<file path="src/rtl/dice_game_pkg.sv">
// Shared types and helpers for the dice race game: color codes, the turn-scheduler
// state encoding and the color-to-move mapping.
package dice_game_pkg;

  localparam int unsigned POS_W   = 5;
  localparam int unsigned COLOR_W = 2;
  localparam int unsigned MOVE_W  = 3;

  localparam logic [COLOR_W-1:0] COLOR_NONE  = 2'b00;
  localparam logic [COLOR_W-1:0] COLOR_RED   = 2'b01;
  localparam logic [COLOR_W-1:0] COLOR_GREEN = 2'b10;
  localparam logic [COLOR_W-1:0] COLOR_BLUE  = 2'b11;

  typedef enum logic [2:0] {
    ST_IDLE       = 3'd0,
    ST_WAIT_WHITE = 3'd1,
    ST_WAIT_ROLL  = 3'd2,
    ST_MOVE       = 3'd3,
    ST_WAIT_CLEAR = 3'd4,
    ST_NEXT       = 3'd5,
    ST_DONE       = 3'd6
  } state_t;

  // Squares advanced for a color; the per-color amounts are supplied by the caller.
  function automatic logic [MOVE_W-1:0] color_to_move(
    input logic [COLOR_W-1:0] color,
    input logic [MOVE_W-1:0]  move_red,
    input logic [MOVE_W-1:0]  move_green,
    input logic [MOVE_W-1:0]  move_blue
  );
    logic [MOVE_W-1:0] amt;
    case (color)
      COLOR_RED:   amt = move_red;
      COLOR_GREEN: amt = move_green;
      COLOR_BLUE:  amt = move_blue;
      default:     amt = '0;
    endcase
    return amt;
  endfunction

endpackage

</file>
<file path="src/rtl/dice_turn_timer.sv">
// Roll-wait timer: counts while enabled, flags expiry at LIMIT-1; LIMIT of 0 disables it.
module dice_turn_timer #(
  parameter logic [31:0] LIMIT = 32'd500_000_000
) (
  input  logic clk,
  input  logic reset,
  input  logic clear,
  input  logic enable,
  output logic expire_c
);

  logic [31:0] count;

  always_ff @(posedge clk or posedge reset) begin
    if (reset)                               count <= '0;
    else if (clear)                          count <= '0;
    else if (enable && (LIMIT != 32'd0))     count <= count + 32'd1;
  end

  assign expire_c = enable && (LIMIT != 32'd0) && (count == LIMIT - 32'd1);

endmodule

</file>
<file path="src/rtl/dice_turn_scheduler.sv">
// Dice race turn sequencer: waits for a clear board, takes one roll, moves the
// current player, waits for the dice to be removed, then passes the turn.
module dice_turn_scheduler
  import dice_game_pkg::*;
#(
  parameter int unsigned NUM_PLAYERS    = 4,
  parameter int unsigned BOARD_LEN      = 20,
  parameter int unsigned MOVE_RED       = 1,
  parameter int unsigned MOVE_GREEN     = 2,
  parameter int unsigned MOVE_BLUE      = 3,
  parameter int unsigned TIMEOUT_CYCLES = 32'd500_000_000
) (
  input  logic                 clk,
  input  logic                 reset,
  input  logic                 start,
  input  logic [COLOR_W-1:0]   stable_color,
  input  logic                 result_ready,
  input  logic                 turn_end,
  input  logic                 current_state_white,
  output logic [1:0]           cur_player,
  output logic [4*POS_W-1:0]   positions,
  output logic                 move_valid,
  output logic [MOVE_W-1:0]    move_amount,
  output logic                 turn_timeout,
  output logic                 game_over,
  output logic [1:0]           winner,
  output logic [2:0]           state_dbg
);

  localparam int unsigned POSV_W = 4 * POS_W;

  state_t               state, state_n;
  logic [1:0]           cur_player_n, winner_n;
  logic [POSV_W-1:0]    positions_n;
  logic                 move_valid_n, turn_timeout_n, game_over_n;
  logic [MOVE_W-1:0]    move_amount_n;
  logic                 timer_en_c, timer_expire_c;
  logic [POS_W-1:0]     cur_pos_c, sat_pos_c;
  logic [POS_W:0]       sum_c;

  assign timer_en_c = (state == ST_WAIT_ROLL);

  dice_turn_timer #(.LIMIT(32'(TIMEOUT_CYCLES))) u_timer (
    .clk      (clk),
    .reset    (reset),
    .clear    (!timer_en_c),
    .enable   (timer_en_c),
    .expire_c (timer_expire_c)
  );

  // Saturating 6-bit add of the current player's position and the latched roll.
  assign cur_pos_c = positions[int'(cur_player)*POS_W +: POS_W];
  assign sum_c     = 6'(cur_pos_c) + 6'(move_amount);
  assign sat_pos_c = (sum_c >= 6'(BOARD_LEN)) ? 5'(BOARD_LEN) : sum_c[POS_W-1:0];

  always_ff @(posedge clk or posedge reset) begin
    if (reset) begin
      state        <= ST_IDLE;
      cur_player   <= '0;
      positions    <= '0;
      move_valid   <= 1'b0;
      move_amount  <= '0;
      turn_timeout <= 1'b0;
      game_over    <= 1'b0;
      winner       <= '0;
    end else begin
      state        <= state_n;
      cur_player   <= cur_player_n;
      positions    <= positions_n;
      move_valid   <= move_valid_n;
      move_amount  <= move_amount_n;
      turn_timeout <= turn_timeout_n;
      game_over    <= game_over_n;
      winner       <= winner_n;
    end
  end

  always_comb begin
    state_n        = state;
    cur_player_n   = cur_player;
    positions_n    = positions;
    move_valid_n   = 1'b0;
    move_amount_n  = move_amount;
    turn_timeout_n = 1'b0;
    game_over_n    = game_over;
    winner_n       = winner;
    case (state)
      ST_IDLE, ST_DONE: begin
        if (start) begin
          positions_n  = '0;
          cur_player_n = '0;
          winner_n     = '0;
          game_over_n  = 1'b0;
          state_n      = ST_WAIT_WHITE;
        end
      end
      ST_WAIT_WHITE: begin
        if (current_state_white) state_n = ST_WAIT_ROLL;
      end
      // A valid roll takes priority over a coincident timeout.
      ST_WAIT_ROLL: begin
        if (result_ready && (stable_color != COLOR_NONE)) begin
          move_amount_n = color_to_move(stable_color, 3'(MOVE_RED), 3'(MOVE_GREEN), 3'(MOVE_BLUE));
          state_n       = ST_MOVE;
        end else if (timer_expire_c) begin
          turn_timeout_n = 1'b1;
          state_n        = ST_NEXT;
        end
      end
      ST_MOVE: begin
        positions_n[int'(cur_player)*POS_W +: POS_W] = sat_pos_c;
        move_valid_n = 1'b1;
        if (sat_pos_c == 5'(BOARD_LEN)) begin
          winner_n    = cur_player;
          game_over_n = 1'b1;
          state_n     = ST_DONE;
        end else begin
          state_n = ST_WAIT_CLEAR;
        end
      end
      ST_WAIT_CLEAR: begin
        if (turn_end) state_n = ST_NEXT;
      end
      ST_NEXT: begin
        cur_player_n = (cur_player == 2'(NUM_PLAYERS - 1)) ? 2'd0 : cur_player + 2'd1;
        state_n      = ST_WAIT_WHITE;
      end
      default: state_n = ST_IDLE;
    endcase
  end

  assign state_dbg = state;

endmodule

</file>
<file path="config.mk">
export PLATFORM = sky130hd
export DESIGN_NAME = dice_turn_scheduler
export DESIGN_NICKNAME = d
export VERILOG_FILES = /design/src/rtl/dice_game_pkg.sv /design/src/rtl/dice_turn_timer.sv /design/src/rtl/dice_turn_scheduler.sv
export SDC_FILE = /design/constraint.sdc
export NUM_CORES = 1
export LEC_CHECK = 0
export CORE_MARGIN = 2
export CORE_UTILIZATION = 40
export DETAILED_ROUTE_END_ITERATION = 7
export DONT_BUFFER_PORTS = 1
export GPL_TIMING_DRIVEN = 0
export PLACE_DENSITY = 0.59
export SLEW_MARGIN = 0
export SYNTH_ARGS = -nofsm -noshare
export SYNTH_HDL_FRONTEND = slang
export SYNTH_HIERARCHICAL = 1
export SYNTH_SLANG_ARGS = --single-unit
</file>
<file path="constraint.sdc">
create_clock -name clk -period 2.71 [get_ports clk]
set_clock_uncertainty 0.1 [all_clocks]
set_input_delay 0.4065 -clock clk [delete_from_list [all_inputs] [get_ports clk]]
set_output_delay 0.4065 -clock clk [all_outputs]
set_load 0.01 [all_outputs]
</file>
==> impl_metrics.json <==
{
  "clockRootBuffer": "clkbuf_8",
  "path_delay_family": "multiplexers",
  "rrSetupSlack_ps": -30,
  "die_h_um": 99.2,
  "nNetsFinal": 413,
  "cts.sinks": 64,
  "p_comb_share_pct": 28.1,
  "path_class": "flop to flop",
  "yosysTopAreaCell": "dfrtp_1",
  "period_minus_slack_ps": 2740,
  "r2r-start": "cur_player[0]",
  "max_slew_margin_pct": 56.8,
  "cp_cell_sequence": "buf_6 -> mux4_2 -> ha_4 -> inv_2 -> fa_2 -> inv_4 -> o311a_4 -> or3_4 -> o21ai_2",
  "area_growth_pct": 19.2,
  "insertion_delay_ps": 350,
  "ir_drop_v": 0.000295,
  "fmax_ghz": 0.364,
  "die_w_um": 99.2,
  "maxCapViolations": 0,
  "synthCells": 375,
  "cts_tree": "done",
  "port_buffers": 0,
  "pwr-share-clk_pct": 34.2,
  "drt-total-wl_mm": 9.40,
  "power_uw": 3030,
  "crit_fanout": 7,
  "critical_path_depth": 9,
  "hold_depth": 2,
  "via_per_inst": 5.93,
  "fp.dieArea_sq_um": 9850,
  "synthMostInstantiatedCell": "dfrtp_1",
  "p_sw_share_pct": 34.2,
  "multi_input_area_sq_um": 2040,
  "tightest_slew_ps": 642,
  "fin_crit_sh_pct": 101,
  "wl_per_cell_um": 18.4,
  "grt_pass1_vias": 2903,
  "hold_path_class": "input pin to flop",
  "critPathSlowestCell": "mux4_2",
  "antenna_left": 0,
  "firstDrtPassIters": 4,
  "crit_end": "positions[6]",
  "ys_async_sr_fraction_pct": 100,
  "ys_seq_area_share_pct": 44.1,
  "grt_pass1_wl_mm": 15.2,
  "ys_top_cells_by_count": "64 x dfrtp_1, 36 x nand2_1, 28 x nor2_1, 22 x a21oi_1, 20 x o21ai_0",
  "rsz0062_at_grt": "yes",
  "core_area_sq_um": 8760,
  "synth_top_area_share_pct": 44.1,
  "seq_area_sq_um": 1600,
  "finalSetupViolations": 6,
  "synth_flop_cell": "dfrtp_1",
  "antenna_found_initial": 0,
  "path_clk_slew_ps": 80,
  "seqPwrFrac_pct": 37.7,
  "post-route-drc-count": 0,
  "startpoint": "cur_player[0]",
  "worst_slack_ps": -33.7,
  "fin_hold_ws_ps": 84.7,
  "num_antenna_cells": 0,
  "p_int_uw": 1990,
  "row_count": 34,
  "cts_buffers": 9,
  "final_util_pct": 49.4,
  "initial_core_util_pct": 41.4,
  "hold_viol": 0,
  "maxSlewViolCount": 0,
  "synth_nets": 391,
  "num_vias": 3022,
  "routabilityCongestion": 0.888,
  "ys_seq_elements": 64,
  "fin_setup_tns_ps": -156,
  "worst-path-buf-inv": 3,
  "slowest_delay_ps": 540,
  "dp_slack_ps": -485,
  "nFillCells": 803,
  "cts-htree-levels": 3,
  "yosys_warnings": 6,
  "netSwitchingPower_uw": 1040,
  "avgSynthCellArea_sq_um": 9.68,
  "r2r-end": "positions[6]",
  "pwr_density_cell_nw_per_um2": 700,
  "outcome": "complete, but fails checks",
  "synth.distinct_cells": 59,
  "cts.path.max_buffers": 2,
  "synthTopCellsByArea": "dfrtp_1 44%, nand2_1 3.7%, a21oi_1 3.0%",
  "hpwl_mm": 6.48,
  "crit_arrival_ps": 2910,
  "cp-end-kind": "flop",
  "drive_gt1_share_pct": 20.9,
  "netlist_area_sq_um": 3630,
  "grt_usage_pct": 19.6,
  "violations": "negative setup slack",
  "top_level_ports": 41,
  "drt-initial-drc-count": 156,
  "grt_max_degree": 33,
  "reg2regPathDepth": 9,
  "cp-start-kind": "flop",
  "hp-start": "stable_color[1]",
  "gr-total-overflow": 0,
  "cellLeakagePower_uw": 0.00173,
  "synth_edf_count": 0,
  "cp.required_ps": 2880
}
-- sequential cells by signal, indices dropped and copies added (netlist names) --
signal / flops
cur_player: 2
game_over: 1
move_amount: 2
move_valid: 1
positions: 20
state_dbg: 3
turn_timeout: 1
u_timer/count: 32
winner: 2
-- cell families (layout without fill, tap and decap cells) --
kind of cell,after synthesis,after routing,synth area share [%]
other cells,1,1,0.103
flops,64,64,44.1
fa+ha+maj,8,8,2.97
simple gates,156,156,23.9
compound gates,83,83,14.9
mux,17,17,6.90
buf+inv,34,61,4.21
xor+xnor,12,12,2.90
-- through the flow --
step,cells,cell area [sq um]
after floorplan,375,3630
after global placement,483,3770
after detailed placement,483,3770
after CTS,504,4140
after global routing,510,4330
final,510,4330
-- timing repair --
item / CTS / global route
endpoints found under the hold margin: 0 / 20
setup buffers: 5 / 3
resized for setup: 25 / 18
hold buffers: 0 / 1
pin swaps: 10 / 7
cloned: 0 / 0
endpoints found under the setup margin: 45 / 32
-- worst min path at each step --
stage,to,slack [ps]
floorplan,u_timer/count[1],410
global placement,move_amount[1],440
detailed placement,move_amount[1],440
CTS,move_amount[1],70
global route,move_amount[1],100
finish,move_amount[1],80
-- power by group through the flow --
stage          Combinational, uW  Sequential [uW]  Clock, uW
6_report                     851             1140       1040
5_1_grt                      939             1150       1110
4_1_cts                      772             1140       1060
3_5_place_dp                 710             1150          0
3_3_place_gp                 706             1150          0
2_1_floorplan                544             1120          0
-- layout make-up --
cell class,instances,share of cell area [%]
multi-input combinational,277,47.1
timing repair buffer,11,2.98
clock inverter,6,2.69
buffer,19,2.49
clock buffer,10,3.18
sequential,64,37.1
tap,108,3.12
inverter,15,1.36
-- worst register-to-register path, stage by stage (launching register included) --
cell,delay (ps)
dfrtp_2,510
buf_6,160
mux4_2,540
ha_4,190
inv_2,50
fa_2,240
inv_4,70
o311a_4,320
or3_4,370
o21ai_2,120
-- cell usage in the layout (no fill, tap or decap), types with 5 or more instances in the layout --
cell | synthesis | routed
nand2_1 | 36 | 36
o21ai_0 | 20 | 17
mux4_2 | 3 | 5
inv_1 | 15 | 11
nor2b_1 | 9 | 8
xnor2_1 | 7 | 7
nand3_1 | 9 | 7
nand4_1 | 12 | 12
mux2_2 | 8 | 7
nand2b_1 | 7 | 6
dfrtp_1 | 64 | 62
nor2_1 | 28 | 27
or4_1 | 9 | 9
nor4_1 | 11 | 7
o31ai_1 | 9 | 9
a21oi_1 | 22 | 21
buf_4 | 1 | 9
and2_1 | 6 | 6
xor2_1 | 5 | 5
clkbuf_1 | 9 | 7
a22o_1 | 8 | 8
clkbuf_8 | 0 | 10
ha_1 | 7 | 5
-- layer usage --
metal | track usage, % | part of all wire (%) | vias to the layer above | wire, um
met5 | 0 | 0 | - | 0
met1 | 25.2 | 43 | 1481 | 4010
li1 | - | - | 1416 | -
met4 | 7.38 | 2.5 | 0 | 233
met2 | 31.5 | 48 | 104 | 4470
met3 | 5.55 | 7.2 | 21 | 676
Power figures use the tool's default switching activity.
